$ cat config.mk
export PLATFORM = sky130hd
export DESIGN_NAME = img_ram_arbiter
export DESIGN_NICKNAME = d
export VERILOG_FILES = /design/src/rtl/img_ram_arbiter.sv
export SDC_FILE = /design/constraint.sdc
export NUM_CORES = 1
export LEC_CHECK = 0
export BUFFER_PORTS_ARGS = -buffer_cell sky130_fd_sc_hd__buf_2
export CORE_AREA = 3 3 58 60
export CTS_CLUSTER_DIAMETER = 100
export CTS_CLUSTER_SIZE = 28
export DETAILED_ROUTE_END_ITERATION = 6
export DIE_AREA = 0 0 61 63
export GPL_TIMING_DRIVEN = 0
export PLACE_DENSITY = 0.89
export SLEW_MARGIN = 20
export SYNTH_ARGS = -nofsm -noshare
export SYNTH_HDL_FRONTEND = slang
export SYNTH_SLANG_ARGS = --single-unit
$ cat constraint.sdc
create_clock -name i_clk -period 2.7 [get_ports i_clk]
set_clock_uncertainty 0.15 [all_clocks]
set_input_delay 0.135 -clock i_clk [delete_from_list [all_inputs] [get_ports i_clk]]
set_output_delay 0.135 -clock i_clk [all_outputs]
set_load 0.01 [all_outputs]
$ cat src/rtl/img_ram_arbiter.sv
// Image RAM arbiter: shares one single-port RAM between a priority VGA reader
// and a UART byte stream that loads a frame into consecutive addresses.
module img_ram_arbiter #(
    parameter int AddressWidth = 14,
    parameter int DataWidth    = 8,
    parameter int ImagePixels  = 2**AddressWidth
) (
    input  logic                    i_clk,
    input  logic                    i_rst,
    input  logic                    i_frame_start,
    input  logic                    i_wr_valid,
    output logic                    o_wr_ready,
    input  logic [DataWidth-1:0]    i_wr_data,
    input  logic                    i_rd_req,
    input  logic [AddressWidth-1:0] i_rd_addr,
    output logic [DataWidth-1:0]    o_rd_data,
    output logic                    o_rd_valid,
    output logic                    o_loading,
    output logic                    o_frame_done,
    output logic [AddressWidth-1:0] o_wr_count,
    output logic                    o_ram_rw,
    output logic [AddressWidth-1:0] o_ram_addr,
    output logic [DataWidth-1:0]    o_ram_wdata,
    input  logic [DataWidth-1:0]    i_ram_rdata
);

    typedef enum logic [1:0] {
        ST_IDLE,
        ST_LOAD,
        ST_DONE
    } state_t;

    localparam logic [AddressWidth-1:0] LastAddr = AddressWidth'(ImagePixels - 1);

    state_t                  r_state;
    state_t                  w_state_nxt;
    logic                    r_pending;
    logic                    w_pending_nxt;
    logic [AddressWidth-1:0] r_wr_ptr;
    logic [AddressWidth-1:0] w_wr_ptr_nxt;
    logic                    r_frame_done;
    logic                    w_frame_done_nxt;
    logic [DataWidth-1:0]    r_hold;
    logic                    r_vld_p1;

    logic                    w_wr_ready;
    logic                    w_accept;
    logic                    w_wr_issue;

    // Reset and frame_start both mask the RAM write so a held byte can be dropped cleanly.
    assign w_wr_ready = (r_state == ST_LOAD) && !r_pending && !i_frame_start && !i_rst;
    assign w_accept   = i_wr_valid && w_wr_ready;
    assign w_wr_issue = r_pending && !i_rd_req && !i_frame_start && !i_rst;

    always_comb begin
        w_state_nxt      = r_state;
        w_pending_nxt    = r_pending;
        w_wr_ptr_nxt     = r_wr_ptr;
        w_frame_done_nxt = r_frame_done;
        if (i_frame_start) begin
            w_state_nxt      = ST_LOAD;
            w_pending_nxt    = 1'b0;
            w_wr_ptr_nxt     = '0;
            w_frame_done_nxt = 1'b0;
        end else if (w_wr_issue) begin
            w_pending_nxt = 1'b0;
            if (r_wr_ptr == LastAddr) begin
                w_wr_ptr_nxt     = '0;
                w_state_nxt      = ST_DONE;
                w_frame_done_nxt = 1'b1;
            end else begin
                w_wr_ptr_nxt = r_wr_ptr + 1'b1;
            end
        end else if (w_accept) begin
            w_pending_nxt = 1'b1;
        end
    end

    always_ff @(posedge i_clk) begin
        if (i_rst) begin
            r_state      <= ST_IDLE;
            r_pending    <= 1'b0;
            r_wr_ptr     <= '0;
            r_frame_done <= 1'b0;
        end else begin
            r_state      <= w_state_nxt;
            r_pending    <= w_pending_nxt;
            r_wr_ptr     <= w_wr_ptr_nxt;
            r_frame_done <= w_frame_done_nxt;
        end
    end

    always_ff @(posedge i_clk) begin
        if (w_accept) begin
            r_hold <= i_wr_data;
        end
    end

    // Read stage p1: qualifier lines up with the RAM's registered read data.
    always_ff @(posedge i_clk) begin
        if (i_rst) begin
            r_vld_p1 <= 1'b0;
        end else begin
            r_vld_p1 <= i_rd_req;
        end
    end

    assign o_ram_rw     = !w_wr_issue;
    assign o_ram_addr   = w_wr_issue ? r_wr_ptr : i_rd_addr;
    assign o_ram_wdata  = r_hold;

    assign o_wr_ready   = w_wr_ready;
    assign o_rd_data    = i_ram_rdata;
    assign o_rd_valid   = r_vld_p1;
    assign o_loading    = (r_state == ST_LOAD);
    assign o_frame_done = r_frame_done;
    assign o_wr_count   = r_wr_ptr;

endmodule

# Word level (Yosys, flattened, before mapping)
# Cells that the tools add are included.
# classes
add_sub_neg,1
n_eq_ne,2
n_mux,5
reduce_logical,18
# op_table
operator,count
$mux W14,2
$add A14 B1 Y14 const B,1
$eq A14 B14 Y1 const B,1
$logic_and A1 B1 Y1,7
$logic_not A1 Y1,5
$reduce_and A2 Y1,2
$reduce_bool A2 Y1,2
$mux W1,3
$reduce_or A3 Y1,1
$eq A2 B1 Y1 const B,1
$reduce_or A2 Y1,1
# totals
ff_bits,26
input_bits,35
output_inout_bits,49
word_cells,32

# Depth between registers and ports, before layout
# Gate-level depths: netlist of run 1.
# logic_depth
depth_word,6
ltp_mapped,6
mapped_depth_nobuf,5

# Worst setup path before layout of run 1
# OpenSTA, ideal clock, no wires.
# synth_path
path_kind,flip-flop to flip-flop
from,register r_wr_ptr[0] (netlist: o_wr_count[0])
to,register r_wr_ptr[10] (netlist: o_wr_count[10])
setup_ps,117
arrival_time_ps,1521
required_ps,2433
path_slack_ps,912
stages_incl_launch_ff,7
n_path_buf,1
synth_period_minus_slack_ps,1788
path_cell_list,dfxtp_1 > ha_1 > and4_1 > nand4_1 > o21ai_0 > buf_2 > nor2_1
# synth_between
elab_chain_len,2
word_cells_on_any_way,3
cone_classes,add/sub (1); eq/ne (1); mux (1)
# synth_lines
item,line,text
from (decl),39,logic [AddressWidth-1:0] r_wr_ptr;
from (signal assigned),88,r_wr_ptr <= w_wr_ptr_nxt;
$add A14 B1 Y14 / $eq A14 B14 Y1 (equally long branches),"72, 67",
$mux W14 (*),67,if (r_wr_ptr == LastAddr) begin
# Every way passes the cells marked *; elsewhere a longest branch is shown, timed or not.
# A chain may end at the register's enable or synchronous reset.

# Worst setup path after layout of run 1
# layout_path
from,input port i_rst
to,output port o_ram_addr[12]
# layout_between
elab_chain_len,3
# layout_lines
item,line,text
from (decl),9,"input logic i_rst,"
$logic_not A1 Y1,53,assign w_wr_issue = r_pending && !i_rd_req && !i_frame_start && !i_rst;
$logic_and A1 B1 Y1,53,
$mux W14,109,assign o_ram_addr = w_wr_issue ? r_wr_ptr : i_rd_addr;
to (decl),22,"output logic [AddressWidth-1:0] o_ram_addr,"
# No other way between the ends.

==> results by group, run 1 <==
Run status
  – Status: finished clean

Synth
  – Post-synth EDFFs: 8
  – Synth area leader: dfxtp_1
  – Primary FF master, synth: dfxtp_1
  – Synth cell count leaders: nand2_1 (45), dfxtp_1 (18), nor2_1 (15), buf_4 (8), edfxtp_1 (8)
  – Async set-or-reset flop fraction in the synthesized netlist: 0
  – Synth area leaders: dfxtp_1 (28%), edfxtp_1 (18%), nand2_1 (13%)
  – Yosys cell types: 30
  – Synth Warn #: 0
  – Gate Count Post-Synth: roughly 160
  – Most frequent cell after synthesis: nand2_1
  – Seq/Total Area, Yosys: 0.458
  – Mapped Area: about 1300 sq um
  – Syn Area/Cell: between 8 and 9 sq um
  – Register bit count reported by yosys: 26
  – Syn_nets: roughly 190
  – Area share of the largest cell type after synthesis: 0.275

Drt
  – Wire per inst: ~13 microns
  – Routed Antenna Nets: 0
  – First-pass DRT Iterations: 4
  – Residual DRC: 0
  – Vias/cell: just over 5
  – Routed via count: around 1500
  – First DRT Iteration DRCs: 40
  – Final wirelength: between 3 and 4 mm

Global routing
  – Grt met2 use: 0.346
  – Antenna violations before repair: 0
  – Top Usage Layer GRT: met2
  – Met1 Use GR: 0.233
  – Total gr overflow: 0
  – Vias in the first global route: roughly 1300
  – Total GRT Usage: 0.205
  – Largest net degree at the start of global routing: 15
  – GR Util met3: 0.0372
  – First-pass GRT wire length: approximately 6.0 mm

Clock tree
  – H-tree Lvls: 1
  – CTS tree: done
  – Number of gates resized after CTS: 0
  – Clock root cell: clkbuf_4
  – CTS Sinks: 26
  – Cts bufs inserted: 3
  – Worst-skew pair later-pin latency: about 0.33 ns
  – Max clock buf depth: 2
  – Register clock-pin slew on the reported worst setup and hold paths: 0.14 ns

Critical path
  – Arr. time, crit path: around 2.2 ns
  – Setup CP Type: primary input to output pin
  – FF-to-FF path depth: 6
  – Max FO, Critical Path: 10
  – Worst reg2reg startpoint: o_wr_count[0]
  – CP required: roughly 2.4 ns
  – Critical Path Sink Type: output pin
  – Critical Path Start: i_rst
  – Critical Path Source Type: primary input

Pwr
  – Max VDD drop: ~150 uV
  – Leak: between 0.9 and 1 nW
  – Power per standard cell area: 358 nW/um^2

Placement
  – GPL Wtd Cong: approximately 0.85
  – HPWL Detailed: between 2 and 3 mm
  – PortBufs: 75

Floorplanning
  – Die W: between 60 and 70 microns
  – DIE AREA: just under 4000 sq um
  – I/O Pins: 84
  – Die H: about 63 microns
  – Initial core utilization: 0.440
  – Core area: 2980 sq um
  – Row Count: 20

Hold path
  – Worst min-delay path class: primary input to register
  – Hold path cells: 3
  – Hold Startpoint: i_frame_start

STA
  – Hold slack: around 0.022 ns
  – Fmax: between 400 and 500 MHz
  – RSZ-0062 raised after global routing: no
  – Final-report hold violation count: 0
  – Total negative setup slack: 0 ns
  – Max-slew headroom: 0.696
  – Worst Tran Pin Value: ~0.46 ns
  – Fin. max-slew vios: 0
  – Final Setup Violations: 0
  – Min cycle time layout: 2.48 ns
  – Tcrit/Tclk final: 0.918

Final layout
  – Area grow syn2layout: 44.7%
  – Diode count: 0
  – Nets: around 290
  – Filler instances: around 250
  – Final Util: 0.637
  – Layout cells sized above 1: 0.382

Job
  – Max-cap violations: 0
## where the power goes
group	internal, W	switching (W)
combinational	0.0000554	0.0000451
clock	0.0000543	0.000116
sequential	0.000407	0.00000144
total	0.000516	0.000163
## repair_timing
| action | 4_1_cts | 5_1_grt |
|---|---|---|
| hold buffers | 12 | 0 |
| buffers inserted | 0 | 3 |
| endpoints found under the setup margin | 0 | 2 |
| hold endpoints to repair | 11 | 0 |
## logic make-up (layout without fill, tap and decap cells)
kind of cell / Yosys count / count (layout) / share of synthesized area
buffers and inverters: 17 / 111 / 0.0726
XOR/XNOR: 11 / 11 / 0.0735
AO/OA/AOI/OAI: 11 / 11 / 0.0497
adder cells (fa/ha/maj): 1 / 1 / 0.00955
flip-flops: 26 / 26 / 0.458
AND/OR/NAND/NOR: 89 / 89 / 0.336
## final timing paths
kind	to	slack, ns
min	r_pending	0.02
max reg2reg	r_state[0]	0.23
max	o_ram_addr[12]	0.22
min reg2reg	o_frame_done	0.36
## per-stage QoR
step | setup WS, ns | power, W | std cells | area, sq um
after floorplan | 0.912 | 0.000457 | 155 | 1310
after global placement | 0.696 | 0.000499 | 263 | 1730
after detailed placement | 0.551 | 0.000501 | 263 | 1730
after CTS | 0.0378 | 0.000675 | 279 | 1870
after global routing | 0.0857 | 0.000700 | 282 | 1900
final | 0.222 | 0.000679 | 282 | 1900
## worst max-delay path: stages
cell           delay [ns]
dlygate4sd3_1        0.53
buf_2                0.16
nor4b_4              0.44
buf_4                0.23
clkbuf_1             0.38
nand2_1              0.13
nand2_1              0.07
buf_2                0.12
## registers in the layout, summed over array words and instances, names as in the netlist
name / cells
o_wr_count: 14
o_ram_wdata: 8
o_rd_valid: 1
r_pending: 1
o_frame_done: 1
r_state: 1
## layer usage
layer / routed length [microns] / vias to the layer above
met5: 0 / -
li1: - / 701
met3: 239 / 15
met2: 1990 / 63
met4: 147 / 0
met1: 1420 / 671
## cells in the final DEF (no fill, tap or decap), drive strengths merged, types with 5 or more instances in the layout
| cell | netlist | routed |
|---|---|---|
| buf | 9 | 87 |
| clkbuf | 4 | 7 |
| dfxtp | 18 | 18 |
| dlygate4sd3 | 0 | 12 |
| edfxtp | 8 | 8 |
| nand2 | 45 | 45 |
| nand4 | 7 | 7 |
| nor2 | 15 | 15 |
| xnor2 | 6 | 6 |
| xor2 | 5 | 5 |
## layout make-up
type	count	area (sq um)	area share
multi-input cells	112	614	0.324
flip-flops and latches	26	601	0.317
repair buffers	90	518	0.273
plain buffers	13	80.1	0.0422
well taps	33	41.3	0.0218
clock buffers	3	22.5	0.0119
inverters	4	15.0	0.00792
clock inverters	1	3.75	0.00198
(Power assumes the default switching activity.)
==> run 2, diff against run 1 <==
Settings changed: CORE_AREA 3 3 58 60 to 3 3 65 55, DIE_AREA 0 0 61 63 to 0 0 68 58, PLACE_DENSITY 0.89 to 0.87.
==> results by group, run 2 (synthesis results as in run 1) <==
STA
  – Fin. max-slew vios: 0 (unchanged)
  – Worst Tran Pin Value: 0.504 ns (was 0.456 ns)
  – Min cycle time layout: 2.51 ns (was 2.48 ns)
  – Max-slew headroom: 0.664 (was 0.696)
  – RSZ-0062 raised after global routing: no (unchanged)
  – Total negative setup slack: 0 ns (unchanged)
  – Tcrit/Tclk final: 0.931 (was 0.918)
  – Final Setup Violations: 0 (unchanged)
  – Fmax: 398 MHz (was 404 MHz)
  – Final-report hold violation count: 0 (unchanged)

Critical path
  – Setup CP Type: primary input to register (was primary input to output pin)
  – Critical Path Sink Type: register (was output pin)
  – Arr. time, crit path: 2.52 ns (was 2.19 ns)
  – CP required: 2.71 ns (was 2.41 ns)
  – Critical Path Source Type: primary input (unchanged)
  – Max FO, Critical Path: 10 (unchanged)

Global routing
  – Largest net degree at the start of global routing: 16 (was 15)
  – Vias in the first global route: 1132 (was 1330)
  – Total GRT Usage: 0.169 (was 0.205)
  – First-pass GRT wire length: 5.07 mm (was 6.00 mm)
  – Antenna violations before repair: 0 (unchanged)
  – Total gr overflow: 0 (unchanged)

Final layout
  – Nets: 285 (was 286)
  – Commonest cells after routing, fill and taps aside: buf_2 (76), nand2_1 (45), dfxtp_1 (18) (unchanged)
  – Multi-input gate area: 614 sq um (unchanged)
  – Area grow syn2layout: 48.0% (was 44.7%)
  – Diode count: 0 (unchanged)
  – Layout cells sized above 1: 0.387 (was 0.382)
  – Final instance area: 1940 sq um (was 1900 sq um)
  – Commonest non-fill, non-tap cell in the layout: buf_2 (unchanged)
  – FF+latch area: 601 sq um (unchanged)
  – Max reg flops: 14 (unchanged)
  – Filler instances: 258 (was 245)

Floorplanning
  – I/O Pins: 84 (unchanged)
  – Initial core utilization: 0.434 (was 0.440)
  – Core area: 3020 sq um (was 2980 sq um)
  – Die W: 68 microns (was 61 microns)
  – Die H: 58 microns (was 63 microns)
  – Row Count: 18 (was 20)
  – DIE AREA: 3940 sq um (was 3840 sq um)

Drt
  – Final wirelength: 3.52 mm (was 3.80 mm)
  – Wire per inst: 12.2 microns (was 13.5 microns)
  – First DRT Iteration DRCs: 76 (was 40)
  – Vias/cell: 4.86 (was 5.14)
  – Residual DRC: 0 (unchanged)
  – First-pass DRT Iterations: 4 (unchanged)
  – Routed via count: 1401 (was 1450)
  – Routed Antenna Nets: 0 (unchanged)

Clock tree
  – Max clock buf depth: 2 (unchanged)
  – CTS Sinks: 26 (unchanged)
  – H-tree Lvls: 1 (unchanged)
  – CTS tree: done (unchanged)
  – Worst-skew pair later-pin latency: 0.27 ns (was 0.33 ns)
  – Register clock-pin slew on the reported worst setup and hold paths: 0.08 ns (was 0.14 ns)
  – Cts bufs inserted: 3 (unchanged)
  – Number of gates resized after CTS: 0 (unchanged)
  – Clock root cell: clkbuf_8 (was clkbuf_4)

Placement
  – HPWL Detailed: 2.58 mm (was 2.66 mm)
  – PortBufs: 75 (unchanged)
  – GPL Wtd Cong: 0.796 (was 0.847)
  – Area after DPL: 1740 sq um (was 1730 sq um)

Pwr
  – Max VDD drop: 527 uV (was 153 uV)
  – Power per standard cell area: 423 nW/um^2 (was 358 nW/um^2)
  – Leak: 0.931 nW (was 0.915 nW)

Hold path
  – Worst min-delay path class: primary input to register (unchanged)

Run status
  – Status: finished clean (unchanged)

Job
  – Max-cap violations: 0 (unchanged)
-- run 2: changes by cell type in the layout (fill, tap and decap cells not counted) --
cell	change
dlygate4sd3_1	-1
clkbuf_4	-3
bufinv_16	+1
clkbuf_8	+3
clkinv_1	-1
-- run 2: through the flow --
step,cells,total power [W],util,hold slack [ns],worst slack (ns)
2_1_floorplan,155,0.000457,-,0.0541,0.912
5_1_grt,288,0.000862,0.643,0.0164,0.0938
3_3_place_gp,270,0.000500,0.575,0.163,0.665
4_1_cts,285,0.000827,0.635,0.0139,0.0138
3_5_place_dp,270,0.000502,0.575,0.164,0.647
6_report,288,0.000821,0.643,0.0274,0.187
-- run 2: worst paths after layout --
path	startpoint	to	slack (ns)	depth (start not counted)
min reg2reg	o_frame_done	o_frame_done	0.35	1
min	i_rd_req	o_rd_valid	0.03	2
max	i_rst	r_state[0]	0.19	8
max reg2reg	o_wr_count[0]	r_state[0]	0.30	6
-- run 2: power by group --
group | switching, W | internal (W) | leakage (nW)
sequential | 0.00000122 | 0.000406 | 0.218
combinational | 0.0000439 | 0.0000544 | 0.678
clock | 0.000117 | 0.000198 | 0.0357
-- run 2: cell type report --
class,count,area share
buffer,13,0.0413
clock buffer,3,0.0213
clock inverter,1,0.0155
inverter,4,0.00774
multi-input combinational,112,0.317
sequential,26,0.310
tap,40,0.0258
timing repair buffer,89,0.262
-- run 2: timing repair --
item,in CTS,in global routing
hold buffers,11,0
buffers inserted,0,3
setup endpoints to repair,0,2
endpoints found under the hold margin,11,0
-- run 2: critical path: stages --
cell and delay, ns:
dlygate4sd3_1 0.53, buf_2 0.16, nor4b_4 0.37, inv_2 0.18, clkbuf_1 0.29, o21ai_0 0.23, a21oi_1 0.08, dlygate4sd3_1 0.55
-- run 2: layer usage --
metal / vias to the layer above / track usage / wire length [microns]
met5: - / 0 / 0
met4: 0 / 0.0453 / 21
met3: 5 / 0.0543 / 299
met2: 60 / 0.264 / 1710
met1: 636 / 0.225 / 1480
li1: 700 / - / -
